$ cat src/rtl/led_frame_sequencer.sv
// -----------------------------------------------------------------------------
// led_frame_sequencer
//
// Walks the colour pipeline through every pixel of one LED frame. Each pixel
// index is driven on ledindex and held for HOLD_CYCLES clocks so the pipeline's
// phase rotation settles. The pipeline's red/green/blue is then captured and
// offered to the WS2811 serialiser. After the last pixel, the block idles for
// LATCH_CYCLES clocks (the WS2811 latch gap) before it pulses frame_done.
//
// Handshake: pix_valid is raised together with stable pix_data/pix_sof/pix_eof.
// All four are held until a clock edge with pix_valid && pix_ready, which is
// the transfer. pix_valid drops on that same edge. pix_ready is ignored while
// pix_valid is low.
//
// Optional build macro: LEDSEQ_REVERSE_EN
//   Adds the input 'reverse', which is sampled when a frame starts. When it
//   is high, the frame is sent in descending order NUM_LEDS-1..0.
//
// Ports:
//   clk           system clock, all logic on posedge
//   reset         synchronous active-high reset, aborts any frame in flight
//   enable        frame request, looked at only while idle
//   reverse       (LEDSEQ_REVERSE_EN only) descending pixel order for the frame
//   led_red/green/blue  colour pipeline outputs for the current ledindex
//   ledindex      pixel index driven to the colour pipeline
//   pix_valid     pixel offer to the serialiser
//   pix_ready     serialiser accepts the offered pixel
//   pix_data      {red,green,blue} of the offered pixel
//   pix_sof       offered pixel is the first of the frame
//   pix_eof       offered pixel is the last of the frame
//   frame_active  high from the frame start through the end of the latch gap
//   frame_done    one-cycle pulse in the first idle cycle after the latch gap
// -----------------------------------------------------------------------------
module led_frame_sequencer #(
   parameter int NUM_LEDS     = 50,
   parameter int HOLD_CYCLES  = 16,
   parameter int LATCH_CYCLES = 2500
) (
   input  logic        clk,
   input  logic        reset,
   input  logic        enable,
`ifdef LEDSEQ_REVERSE_EN
   input  logic        reverse,
`endif
   input  logic [7:0]  led_red,
   input  logic [7:0]  led_green,
   input  logic [7:0]  led_blue,
   output logic [7:0]  ledindex,
   output logic        pix_valid,
   input  logic        pix_ready,
   output logic [23:0] pix_data,
   output logic        pix_sof,
   output logic        pix_eof,
   output logic        frame_active,
   output logic        frame_done
);

   typedef enum logic [1:0] {
      S_IDLE  = 2'd0,
      S_ADDR  = 2'd1,
      S_OFFER = 2'd2,
      S_LATCH = 2'd3
   } state_e;

   localparam logic [7:0]  LAST_IDX   = 8'(NUM_LEDS - 1);
   localparam logic [7:0]  HOLD_LAST  = 8'(HOLD_CYCLES - 1);
   localparam logic [15:0] LATCH_LAST = 16'(LATCH_CYCLES - 1);

   state_e      state_q, state_d;
   logic [7:0]  ledindex_q, ledindex_d;
   logic [7:0]  hold_cnt_q, hold_cnt_d;
   logic [15:0] latch_cnt_q, latch_cnt_d;
   logic        pix_valid_q, pix_valid_d;
   logic [23:0] pix_data_q, pix_data_d;
   logic        pix_sof_q, pix_sof_d;
   logic        pix_eof_q, pix_eof_d;
   logic        frame_done_q, frame_done_d;
   logic        dir_rev_q, dir_rev_d;   // direction frozen for the whole frame

   logic        rev_in;
   logic        xfer;
   logic [7:0]  first_idx;
   logic [7:0]  last_idx;
   logic [7:0]  next_idx;

`ifdef LEDSEQ_REVERSE_EN
   assign rev_in = reverse;
`else
   assign rev_in = 1'b0;
`endif

   assign xfer      = pix_valid_q && pix_ready;
   assign first_idx = dir_rev_q ? LAST_IDX : 8'd0;
   assign last_idx  = dir_rev_q ? 8'd0 : LAST_IDX;
   assign next_idx  = dir_rev_q ? (ledindex_q - 8'd1) : (ledindex_q + 8'd1);

   // ---------------------------------------------------------------- registers
   always_ff @(posedge clk) begin
      if (reset) begin
         state_q      <= S_IDLE;
         ledindex_q   <= 8'd0;
         hold_cnt_q   <= 8'd0;
         latch_cnt_q  <= 16'd0;
         pix_valid_q  <= 1'b0;
         pix_data_q   <= 24'd0;
         pix_sof_q    <= 1'b0;
         pix_eof_q    <= 1'b0;
         frame_done_q <= 1'b0;
         dir_rev_q    <= 1'b0;
      end else begin
         state_q      <= state_d;
         ledindex_q   <= ledindex_d;
         hold_cnt_q   <= hold_cnt_d;
         latch_cnt_q  <= latch_cnt_d;
         pix_valid_q  <= pix_valid_d;
         pix_data_q   <= pix_data_d;
         pix_sof_q    <= pix_sof_d;
         pix_eof_q    <= pix_eof_d;
         frame_done_q <= frame_done_d;
         dir_rev_q    <= dir_rev_d;
      end
   end

   // --------------------------------------------------------------- next state
   always_comb begin
      state_d = state_q;
      case (state_q)
         S_IDLE:  if (enable)                    state_d = S_ADDR;
         S_ADDR:  if (hold_cnt_q == HOLD_LAST)   state_d = S_OFFER;
         S_OFFER: if (xfer)                      state_d = pix_eof_q ? S_LATCH : S_ADDR;
         S_LATCH: if (latch_cnt_q == LATCH_LAST) state_d = S_IDLE;
         default:                                state_d = S_IDLE;
      endcase
   end

   // ------------------------------------------------------- datapath / outputs
   always_comb begin
      ledindex_d   = ledindex_q;
      hold_cnt_d   = hold_cnt_q;
      latch_cnt_d  = latch_cnt_q;
      pix_valid_d  = pix_valid_q;
      pix_data_d   = pix_data_q;
      pix_sof_d    = pix_sof_q;
      pix_eof_d    = pix_eof_q;
      frame_done_d = 1'b0;
      dir_rev_d    = dir_rev_q;
      case (state_q)
         S_IDLE: begin
            if (enable) begin
               dir_rev_d  = rev_in;
               ledindex_d = rev_in ? LAST_IDX : 8'd0;
               hold_cnt_d = 8'd0;
            end
         end
         S_ADDR: begin
            hold_cnt_d = hold_cnt_q + 8'd1;
            // Pipeline has settled: capture on the last hold cycle.
            if (hold_cnt_q == HOLD_LAST) begin
               pix_data_d  = {led_red, led_green, led_blue};
               pix_sof_d   = (ledindex_q == first_idx);
               pix_eof_d   = (ledindex_q == last_idx);
               pix_valid_d = 1'b1;
            end
         end
         S_OFFER: begin
            if (xfer) begin
               pix_valid_d = 1'b0;
               if (pix_eof_q) begin
                  latch_cnt_d = 16'd0;
               end else begin
                  // Only advance when another pixel follows, so ledindex
                  // stays at the last index through LATCH and IDLE.
                  ledindex_d = next_idx;
                  hold_cnt_d = 8'd0;
               end
            end
         end
         S_LATCH: begin
            latch_cnt_d = latch_cnt_q + 16'd1;
            if (latch_cnt_q == LATCH_LAST) frame_done_d = 1'b1;
         end
         default: begin
            pix_valid_d = 1'b0;
         end
      endcase
   end

   assign ledindex     = ledindex_q;
   assign pix_valid    = pix_valid_q;
   assign pix_data     = pix_data_q;
   assign pix_sof      = pix_sof_q;
   assign pix_eof      = pix_eof_q;
   assign frame_done   = frame_done_q;
   assign frame_active = (state_q != S_IDLE);

endmodule

$ cat config.mk
export PLATFORM = sky130hd
export DESIGN_NAME = led_frame_sequencer
export DESIGN_NICKNAME = d
export VERILOG_FILES = /design/src/rtl/led_frame_sequencer.sv
export SDC_FILE = /design/constraint.sdc
export NUM_CORES = 1
export LEC_CHECK = 0
export ABC_AREA = 1
export CELL_PAD_IN_SITES_DETAIL_PLACEMENT = 1
export CELL_PAD_IN_SITES_GLOBAL_PLACEMENT = 2
export CORE_MARGIN = 2
export CORE_UTILIZATION = 27
export DETAILED_ROUTE_END_ITERATION = 16
export PLACE_DENSITY = 0.78
export SLEW_MARGIN = 0
export SYNTH_ARGS = -nofsm -noshare
export SYNTH_HDL_FRONTEND = slang
export SYNTH_SLANG_ARGS = --single-unit
$ cat constraint.sdc
create_clock -name clk -period 2.05 [get_ports clk]
set_input_delay 0.615 -clock clk [delete_from_list [all_inputs] [get_ports clk]]
set_output_delay 0.615 -clock clk [all_outputs]
set_load 0.01 [all_outputs]
# After elaboration in Yosys (flattened, before gate mapping)
# Cells that the tools add are included.
word_totals:
  register_bits: 62
  inputBits: 28
  output_inout_bits: 37
  wordCells: 60
op_classes:
  addsub: 3
  n_eq_ne: 12
  n_mux: 20
  bitwise: 1
  reduce_logical: 15
ops:
  columns: ["cell", "n"]
  rows:
  - ["two-way mux 8 bit", 5]
  - ["two-way mux 16 bit", 2]
  - ["one-hot mux 16 bit (2 select lines)", 1]
  - ["one-hot mux 8 bit (3 select lines)", 1]
  - ["adder 16 x 1 -> 16 bit (second input constant)", 1]
  - ["adder 8 x 1 -> 8 bit (second input constant)", 2]
  - ["== test 16 x 12 -> 1 bit (second input constant)", 1]
  - ["one-hot mux 8 bit (2 select lines)", 1]
  - ["inequality test 2 bit (second input constant)", 6]
  - ["AND reduction 4 bit", 3]
  - ["two-way mux 2 bit", 5]
  - ["== test 8 x 4 -> 1 bit (second input constant)", 1]
  - ["== test 8 x 6 -> 1 bit (second input constant)", 1]
  - ["zero test 8 bit", 1]
  - ["one-hot mux 2 bit (4 select lines)", 1]
  - ["nonzero test 2 bit", 4]
  - ["AND reduction 3 bit", 2]
  - ["== test 2 bit (second input constant)", 2]
  - ["two-way mux 1 bit", 3]
  - ["nonzero test 3 bit", 1]
  - ["== test 2 x 1 -> 1 bit (second input constant)", 1]
  - ["zero test 2 bit", 1]
  - ["one-hot mux 1 bit (2 select lines)", 1]
  - ["AND reduction 2 bit", 1]
  - ["other kinds (3)", 3]

# Depth between registers and ports, before layout
# Gate-level depths: netlist (run 1).
depth:
  depth_word: 4
  mapped_depth: 11
  depth_no_buf: 10

# Least setup slack after synthesis (run 1)
# Ideal clock, no wire load.
synth_timing:
  path_kind: "register to register"
  startpoint: "register hold_cnt_q[0]"
  endpoint: "register pix_sof_q, in the netlist pix_sof"
  setup_ns: 0.116
  arrival_ns: 1.392
  path_slack_ns: 0.542
  path_stages_with_launch: 9
  n_path_buf: 2
  cell_sequence: "dfxtp_1 ha_1 nand3_1 nor2_1 nand2_1 buf_2 buf_2 o21ai_0 nor2_1"
synth_between:
  elab_chain_cells: 2
synth_lines:
  columns: ["item", "line_no", "source"]
  rows:
  - ["start, declared", "71", "logic [7:0] hold_cnt_q, hold_cnt_d;"]
  - ["start signal, assigned", "113", "hold_cnt_q <= hold_cnt_d;"]
  - ["== test 8 x 4 -> 1 bit", "158", "if (hold_cnt_q == HOLD_LAST) begin"]
  - ["AND reduction 2 bit (no source line)", null, null]
  - ["end signal, assigned", "117", "pix_sof_q <= pix_sof_d;"]
  - ["end, declared", "75", "logic pix_sof_q, pix_sof_d;"]
# Every way passes these cells.
# A chain may end at the register's enable or synchronous reset.

# Worst setup path in the final report (run 1)
layout_timing:
  startpoint: "register pix_eof_q, in the netlist pix_eof"
  endpoint: "output port pix_eof"
layout_rtl:
  columns: ["item", "line_no", "source"]
  rows:
  - ["start, declared", "76", "logic pix_eof_q, pix_eof_d;"]
  - ["start signal, assigned", "118", "pix_eof_q <= pix_eof_d;"]
  - ["end, declared", "53", "output logic pix_eof,"]
# No word-level cell between the ends.

==> metrics, run 1 <==
diode count=0; Post-DP Area=3820 um^2; initial antenna violation count=0; period utilization=around 96%; chip height=108 um; Setup crit end kind=primary output; worst-margin pin slew=495 ps; YS warnings=0; final wirelength=8430 um; Buf/Inv on CP=1; RSZ-0062 raised after global routing=no; final std cells w/o fill=660; Unique masters post-synth=25; initial core utilization=27.3%; Worst Path Max Fanout=5; Via-to-Cell Ratio=4.53; commonest non-fill, non-tap cell in the layout=nor2_1; clock-pin slew on the worst setup and hold paths=80 ps; CP peak stage delay=580 ps; CP arrival=1360 ps; postcts setup bufs=0; setup TNS=0 ps; Peak Freq=507 MHz; Final Max Tran Viols=0; CTS buffer count=9; Cells after Synth=437; Worst EP required=1430 ps; IO Count=65; Clock H-tree levels=3; Synth Register Bits=62; P_leak=approximately 1.6 nW; Layout Skew=17.5 ps; Die Span X=108 um; core area=10700 um^2; setup ws final=between 70 and 80 ps; Max-slew headroom=66.7%; total power=3.14 mW; initial DRC count=around 100; Total GRT Usage=between 10% and 20%; global-route wire length before repair=13900 um; Avg Cell Area, Syn=6.72 um^2; row count=38; worst hold slack=474 ps; pin count of the biggest net entering global routing=31; status=completed; Pre-antenna DRT Iters=4; Die Area=around 12000 um^2; GRT overflow=0; filler instances=1400; cells along the critical path=clkdlybuf4s50_1; CP startpoint kind=register; design area=just over 4000 um^2; Mapped Nets=470; pre-CTS WS=-18.2 ps; Num Clock Sinks=62; setup violators final=0; cell family with most CP delay=buffers and inverters; vias in the first global route=2841; Seq/Total Area, Yosys=between 40% and 50%; final core occ=37.5%; CTS root buffer=clkbuf_8; drt wl/cell=12.8 um; Slowest-stage cell, CP=clkdlybuf4s50_1; kind of critical path=reg2out; number of I/O port buffers=64; reg-to-reg slack, setup=250 ps; CTS tree=built; Fin. Hold Viols=0; worst vdd ir=approximately 0.39 mV; clk buf depth=2; synthesized area=between 2000 and 3000 um^2; final worst path period need=slightly below 2000 ps; Placer Congestion=0.805; post-route ant nets=0; most frequent cells in the layout=nor2_1, nand2_1, clkdlybuf4s50_1; area grow syn2layout=37.3%; Placed Cells=644; Max-Cap Viols=0; Hold Path Class=reg2reg; vias=2987; layout cell share with drive strength beyond 1=9.62%; clock latency on the worst-skew pair=350 ps; placed wire-length estimate=6290 um; DRC viols=0; Power per Cell Area=779 nW/um^2; NumNets Final=between 500 and 600
==> logic make-up after synthesis <==
| group | count (synthesis) | synth area share (%) |
|---|---|---|
| buffers and inverters | 64 | 8.95 |
| AND/OR/NAND/NOR | 243 | 35.4 |
| AO/OA/AOI/OAI | 63 | 11.3 |
| adder cells (fa/ha/maj) | 5 | 2.13 |
| flip-flops | 62 | 42.3 |
==> flip-flops by register name, summed over array words and instances, names as in the netlist <==
name,flops
pix_data,24
latch_cnt_q,16
pix_valid,1
pix_sof,1
hold_cnt_q,8
pix_eof,1
state_q,2
ledindex,8
frame_done,1
==> path summary, 6_finish.rpt <==
path | cells after the start | endpoint | from
setup / recovery | 1 | pix_eof | pix_eof$_SDFFE_PP0P_
setup reg to reg | 7 | pix_data[18]$_SDFFE_PP0P_ | hold_cnt_q[0]$_SDFFE_PP0P_
hold / removal | 2 | latch_cnt_q[10]$_SDFFE_PP0P_ | latch_cnt_q[10]$_SDFFE_PP0P_
hold reg to reg | 2 | latch_cnt_q[10]$_SDFFE_PP0P_ | latch_cnt_q[10]$_SDFFE_PP0P_
==> cells in the mapped netlist <==
| cell | count | area (um^2) |
|---|---|---|
| nor2_4 | 4 | 45.0 |
| a21oi_1 | 22 | 110 |
| nand2_1 | 84 | 315 |
| nand3_2 | 2 | 20.0 |
| nand2_2 | 4 | 25.0 |
| ha_1 | 5 | 62.6 |
| o211ai_1 | 1 | 7.51 |
| buf_2 | 6 | 30.0 |
| dfxtp_1 | 62 | 1240 |
| clkbuf_1 | 3 | 11.3 |
| or2_2 | 1 | 6.26 |
| nand3b_1 | 3 | 22.5 |
| o21bai_1 | 1 | 7.51 |
| nand4_1 | 7 | 43.8 |
| inv_1 | 50 | 188 |
| a21o_1 | 2 | 15.0 |
| o21ai_1 | 1 | 5.00 |
| o21ai_2 | 1 | 8.76 |
| o21a_1 | 1 | 7.51 |
| nand3_1 | 29 | 145 |
| inv_2 | 3 | 11.3 |
| o21ai_0 | 34 | 170 |
| buf_6 | 2 | 22.5 |
| nor2_1 | 104 | 390 |
| nor3_1 | 5 | 25.0 |
==> layer usage <==
layer  global-route usage (%)  wire length [um]  up-vias
met4                     4.03                65        0
met2                     23.3              3650       61
met1                     20.5              4280     1383
li1                         -                 -     1537
met5                        0                 0        -
met3                     3.92               431        6
==> final cells by class <==
type	count	area, um^2	share of cell area (%)
multi-input combinational	311	1430	35.5
sequential	62	1250	31.0
timing repair buffer	78	769	19.1
inverter	53	200	4.96
tap	140	175	4.34
clock buffer	9	124	3.07
clock inverter	7	81.3	2.02
==> power by group <==
group          total [mW]  switching (mW)  internal [mW]
clock                1.13           0.551          0.576
combinational       0.724           0.415          0.308
sequential           1.29          0.0451           1.24
==> repair_timing <==
| action | in CTS | in global routing |
|---|---|---|
| resized for setup | 3 | 5 |
| endpoints found under the setup margin | 1 | 14 |
| hold buffers | 0 | 0 |
Power figures use the tool's default switching activity.
==> run 2: changes to the inputs <==
--- a/config.mk
+++ b/config.mk
@@ -11,7 +11,7 @@
 export CORE_MARGIN = 2
 export CORE_UTILIZATION = 27
 export DETAILED_ROUTE_END_ITERATION = 16
-export PLACE_DENSITY = 0.78
+export PLACE_DENSITY = 0.89
 export SLEW_MARGIN = 0
 export SYNTH_ARGS = -nofsm -noshare
 export SYNTH_HDL_FRONTEND = slang
==> constraint.sdc (replaced) <==
create_clock -name clk -period 2.05 [get_ports clk]
set_input_delay 0.3075 -clock clk [delete_from_list [all_inputs] [get_ports clk]]
set_output_delay 0.3075 -clock clk [all_outputs]
set_load 0.01 [all_outputs]
==> run 2 against run 1 <==
Clock power barely moved. Critical path depth is 2 higher. Critical path type unchanged. Combinational power is 19% lower. Cell area fell by 2.6%. Clock skew down 6.5 ps. Largest power group unchanged. Fmax up 4.0%. Hold slack improved by 10 ps. First-iteration DRC count increased by 22%.
==> metrics, run 2 (synthesized netlist as in run 1, its figures left out) <==
pin count of the biggest net entering global routing=32 (was 31); CTS tree=built (unchanged); Final Max Tran Viols=0 (unchanged); number of I/O port buffers=64 (unchanged); Max-Cap Viols=0 (unchanged); CP arrival=1590 ps (was 1360 ps); hold_buf cts=0 (unchanged); Max-slew headroom=66.1% (was 66.7%); clk buf depth=2 (unchanged); row count=38 (unchanged); GRT overflow=0 (unchanged); Worst Path Max Fanout=5 (unchanged); post-route ant nets=0 (unchanged); IO Count=65 (unchanged); Layout Skew=11.1 ps (was 17.5 ps); Die Area=11700 um^2 (unchanged); Pre-antenna DRT Iters=6 (was 4); most frequent cells in the layout=nor2_1, nand2_1, clkdlybuf4s50_1 (unchanged); vias in the first global route=2910 (was 2841); RSZ-0062 raised after global routing=no (unchanged); final wirelength=8150 um (was 8430 um); CTS buffer count=9 (unchanged); clock latency on the worst-skew pair=360 ps (was 350 ps); Buf/Inv on CP=2 (was 1); Hold Path Class=reg2reg (unchanged); Worst EP required=1740 ps (was 1430 ps); Fin. Hold Viols=0 (unchanged); worst-margin pin slew=505 ps (was 495 ps); CP peak stage delay=550 ps (was 580 ps); Peak Freq=527 MHz (was 507 MHz); setup TNS=0 ps (unchanged); initial antenna violation count=0 (unchanged); drt wl/cell=12.5 um (was 12.8 um); clock-pin slew on the worst setup and hold paths=80 ps (about the same); Slowest-stage cell, CP=clkdlybuf4s50_1 (unchanged); kind of critical path=reg2out (unchanged); initial core utilization=27.3% (unchanged); Die Span X=108 um (unchanged); Clock H-tree levels=3 (unchanged); cell family with most CP delay=buffers and inverters (unchanged); P_leak=1.56 nW (was 1.63 nW); global-route wire length before repair=13600 um (was 13900 um); Placer Congestion=0.809 (was 0.805); max reg flops=24 (unchanged); layout cell share with drive strength beyond 1=7.06% (was 9.62%); diode count=0 (unchanged); period utilization=92.5% (was 96.2%); DRC viols=0 (unchanged); area grow syn2layout=33.8% (was 37.3%); status=completed (unchanged); Power per Cell Area=771 nW/um^2 (was 779 nW/um^2); chip height=108 um (unchanged); cells along the critical path=inv_2, nand2_1, clkdlybuf4s50_1 (was clkdlybuf4s50_1); CP startpoint kind=register (unchanged); vias=2972 (was 2987); initial DRC count=121 (was 99); Total GRT Usage=14.7% (was 15.0%); Setup crit end kind=primary output (unchanged); CTS root buffer=clkbuf_8 (unchanged); Num Clock Sinks=62 (unchanged); core area=10700 um^2 (unchanged); setup violators final=0 (unchanged); worst vdd ir=0.260 mV (was 0.388 mV); Via-to-Cell Ratio=4.57 (was 4.53); placed wire-length estimate=6040 um (was 6290 um); final worst path period need=1900 ps (was 1970 ps); total power=3.03 mW (was 3.14 mW); NumNets Final=538 (was 548); commonest non-fill, non-tap cell in the layout=nor2_1 (unchanged)
-- run 2: changes by cell type in the layout (fill, tap and decap cells not counted), sizes merged --
cell / previous run / this run
buf: 14 / 4
clkdlybuf4s50: 63 / 64
inv: 54 / 53
clkbuf: 9 / 10
clkinvlp: 1 / 3
clkinv: 4 / 2
dlygate4sd2: 1 / 0
-- run 2: per-layer routing --
layer  track usage [%]  wire length [um]  vias up
li1                  -                 -     1513
met3              3.98               415       12
met1              18.6              3870     1392
met2              23.6              3730       55
met4              6.04               133        0
met5                 0                 0        -
-- run 2: timing repair --
action / 4_1_cts / 5_1_grt
setup endpoints to repair: 0 / 4
endpoints found under the hold margin: 0 / 0
gates resized for setup: 0 / 2
setup buffers: 0 / 0
-- run 2: power breakdown --
group	total, mW	switching [mW]	internal (mW)
sequential	1.30	0.0601	1.24
clock	1.14	0.539	0.600
combinational	0.589	0.373	0.216
-- run 2: cell type report --
| type | count | area [um^2] |
|---|---|---|
| Tap cell | 140 | 175 |
| Sequential cell | 62 | 1240 |
| Clock inverter | 6 | 70.1 |
| Multi-Input combinational cell | 311 | 1430 |
| Fill cell | 1358 | 6820 |
| Clock buffer | 10 | 138 |
| Timing Repair Buffer | 68 | 671 |
| Inverter | 53 | 200 |
-- run 2: worst register-to-register path: stages, from the launching register on --
cell and delay, ps:
dfxtp_1 390, ha_1 280, nand3_1 120, nor2_1 230, nand2_1 160, buf_4 240, o21ai_0 220, nor2_1 60
-- run 2: path summary, 6_finish.rpt --
| check | from | endpoint | slack, ps | depth (start not counted) |
|---|---|---|---|---|
| worst max-delay path | state_q[0]$_SDFFE_PP0P_ | frame_active | 150 | 3 |
| worst min-delay path | pix_data[20]$_SDFFE_PP0P_ | pix_data[20]$_SDFFE_PP0P_ | 480 | 2 |
| worst max register to register | hold_cnt_q[0]$_SDFFE_PP0P_ | pix_data[15]$_SDFFE_PP0P_ | 250 | 7 |
| worst min register to register | pix_data[20]$_SDFFE_PP0P_ | pix_data[20]$_SDFFE_PP0P_ | 480 | 2 |
-- run 2: per-stage QoR --
step                      worst slack (ps)  util, %  std cells  area (um^2)  hold slack (ps)
after global routing                  35.2     36.6        650         3930              509
final                                  153     36.6        650         3930              485
after CTS                             44.1     36.5        650         3930              487
after detailed placement               158     34.6        634         3720              473
after global placement                 186     34.6        634         3720              459
after floorplan                        542        -        437         2940              441
==> run 3: changes to the inputs <==
==> constraint.sdc (replaced) <==
create_clock -name clk -period 2.05 [get_ports clk]
set_input_delay 0.3075 -clock clk [delete_from_list [all_inputs] [get_ports clk]]
set_output_delay 0.3075 -clock clk [all_outputs]
set_load 0.005 [all_outputs]
==> run 3 against run 2 <==
Via count unchanged. Sequential share of layout area about the same. Sequential power about the same. Utilization hardly changed. Clock power barely moved. Critical path type unchanged.
==> metrics, run 3 (synthesized netlist as in run 1, its figures left out) <==
CTS tree=built (unchanged); kind of critical path=reg2out (unchanged); Min-Delay Path Depth=2 (unchanged); Worst EP required=1740 ps (about the same); status=completed (unchanged); pin count of the biggest net entering global routing=32 (unchanged); Placed Cells=634 (unchanged); Num Clock Sinks=62 (unchanged); worst hold slack=485 ps (unchanged); R2R cell count=7 (unchanged); vias=2972 (unchanged); setup violators final=0 (unchanged); Die Area=11700 um^2 (unchanged); RSZ-0062 raised after global routing=no (unchanged); final wirelength=8150 um (unchanged); post-route ant nets=0 (unchanged); Power per Cell Area=769 nW/um^2 (was 771 nW/um^2); P_leak=1.56 nW (about the same); chip height=108 um (unchanged); Peak Freq=512 MHz (was 527 MHz); clock-pin slew on the worst setup and hold paths=70 ps (was 80 ps); Pre-antenna DRT Iters=6 (unchanged); placed wire-length estimate=6040 um (unchanged); most frequent cells in the layout=nor2_1, nand2_1, clkdlybuf4s50_1 (unchanged); global-route wire length before repair=13600 um (unchanged); Hold Path Class=reg2reg (unchanged); max reg flops=24 (unchanged); layout cell share with drive strength beyond 1=6.86% (was 7.06%); clk buf depth=2 (unchanged); vias in the first global route=2910 (unchanged); Layout Skew=11.1 ps (unchanged); period utilization=95.2% (was 92.5%); Final Max Tran Viols=0 (unchanged); Worst Path Max Fanout=7 (was 5); row count=38 (unchanged); drt wl/cell=12.5 um (unchanged); filler instances=1356 (was 1358); clock latency on the worst-skew pair=360 ps (about the same); final core occ=36.6% (about the same); GRT overflow=0 (unchanged); CP arrival=1640 ps (was 1590 ps); Setup crit end kind=primary output (unchanged); initial core utilization=27.3% (unchanged); Fin. Hold Viols=0 (unchanged); Total GRT Usage=14.7% (unchanged); postcts setup bufs=0 (unchanged); cells along the critical path=inv_1, nand2_1, clkdlybuf4s50_1 (was inv_2, nand2_1, clkdlybuf4s50_1); commonest non-fill, non-tap cell in the layout=nor2_1 (unchanged); Slowest-stage cell, CP=dfxtp_1 (was clkdlybuf4s50_1); CP startpoint kind=register (unchanged); setup TNS=0 ps (unchanged); initial antenna violation count=0 (unchanged); Max-Cap Viols=0 (unchanged); Via-to-Cell Ratio=4.57 (unchanged); reg-to-reg slack, setup=250 ps (about the same); Die Span X=108 um (unchanged); area grow syn2layout=33.7% (was 33.8%); worst-margin pin slew=505 ps (unchanged); Post-DP Area=3720 um^2 (unchanged); hold_buf cts=0 (unchanged); IO Count=65 (unchanged); NumNets Final=538 (unchanged); CTS buffer count=9 (unchanged); CTS root buffer=clkbuf_8 (unchanged); Clock H-tree levels=3 (unchanged); DRC viols=0 (unchanged); final std cells w/o fill=650 (unchanged); number of I/O port buffers=64 (unchanged); diode count=0 (unchanged); CP peak stage delay=540 ps (was 550 ps); design area=3930 um^2 (about the same); final worst path period need=1950 ps (was 1900 ps); initial DRC count=121 (unchanged); core area=10700 um^2 (unchanged); setup ws final=98.7 ps (was 153 ps); worst vdd ir=0.260 mV (about the same); Placer Congestion=0.809 (unchanged); pre-CTS WS=158 ps (unchanged); total power=3.02 mW (was 3.03 mW); Max-slew headroom=66.1% (unchanged)
[run 3: path summary, 6_finish.rpt]
check                                                  to                        from
worst max-delay path                         frame_active     state_q[1]$_SDFFE_PP0P_
worst min-delay path            pix_data[20]$_SDFFE_PP0P_   pix_data[20]$_SDFFE_PP0P_
worst max register to register  pix_data[15]$_SDFFE_PP0P_  hold_cnt_q[0]$_SDFFE_PP0P_
worst min register to register  pix_data[20]$_SDFFE_PP0P_   pix_data[20]$_SDFFE_PP0P_
[run 3: area by class of cell]
type | instances | area (um^2) | area share (%)
Clock inverter | 6 | 70.1 | 1.78
Tap cell | 140 | 175 | 4.46
Sequential cell | 62 | 1240 | 31.6
Multi-Input combinational cell | 311 | 1430 | 36.5
Timing Repair Buffer | 68 | 671 | 17.1
Clock buffer | 10 | 138 | 3.50
Inverter | 53 | 200 | 5.10
[run 3: worst max-delay path, delay by kind of cell (launching register included)]
| kind | cells | cell delay [ps] |
|---|---|---|
| buf+inv | 2 | 630 |
| flops | 1 | 540 |
| simple gates | 1 | 120 |
[run 3: repair_timing]
item | in CTS | in global routing
gates resized for setup | 0 | 1
setup endpoints to repair | 0 | 3
hold endpoints to repair | 0 | 0
[run 3: metal layers]
layer / GRT usage [%] / wire [um] / vias up
met5: 0 / 0 / -
met4: 6.04 / 133 / 0
met3: 3.98 / 415 / 12
met2: 23.6 / 3730 / 55
met1: 18.6 / 3870 / 1392
li1: - / - / 1513
[run 3: where the power goes]
group	leakage, nW	switching [mW]	internal [mW]
logic	0.963	0.365	0.216
registers	0.500	0.0601	1.24
clock network	0.0951	0.539	0.600
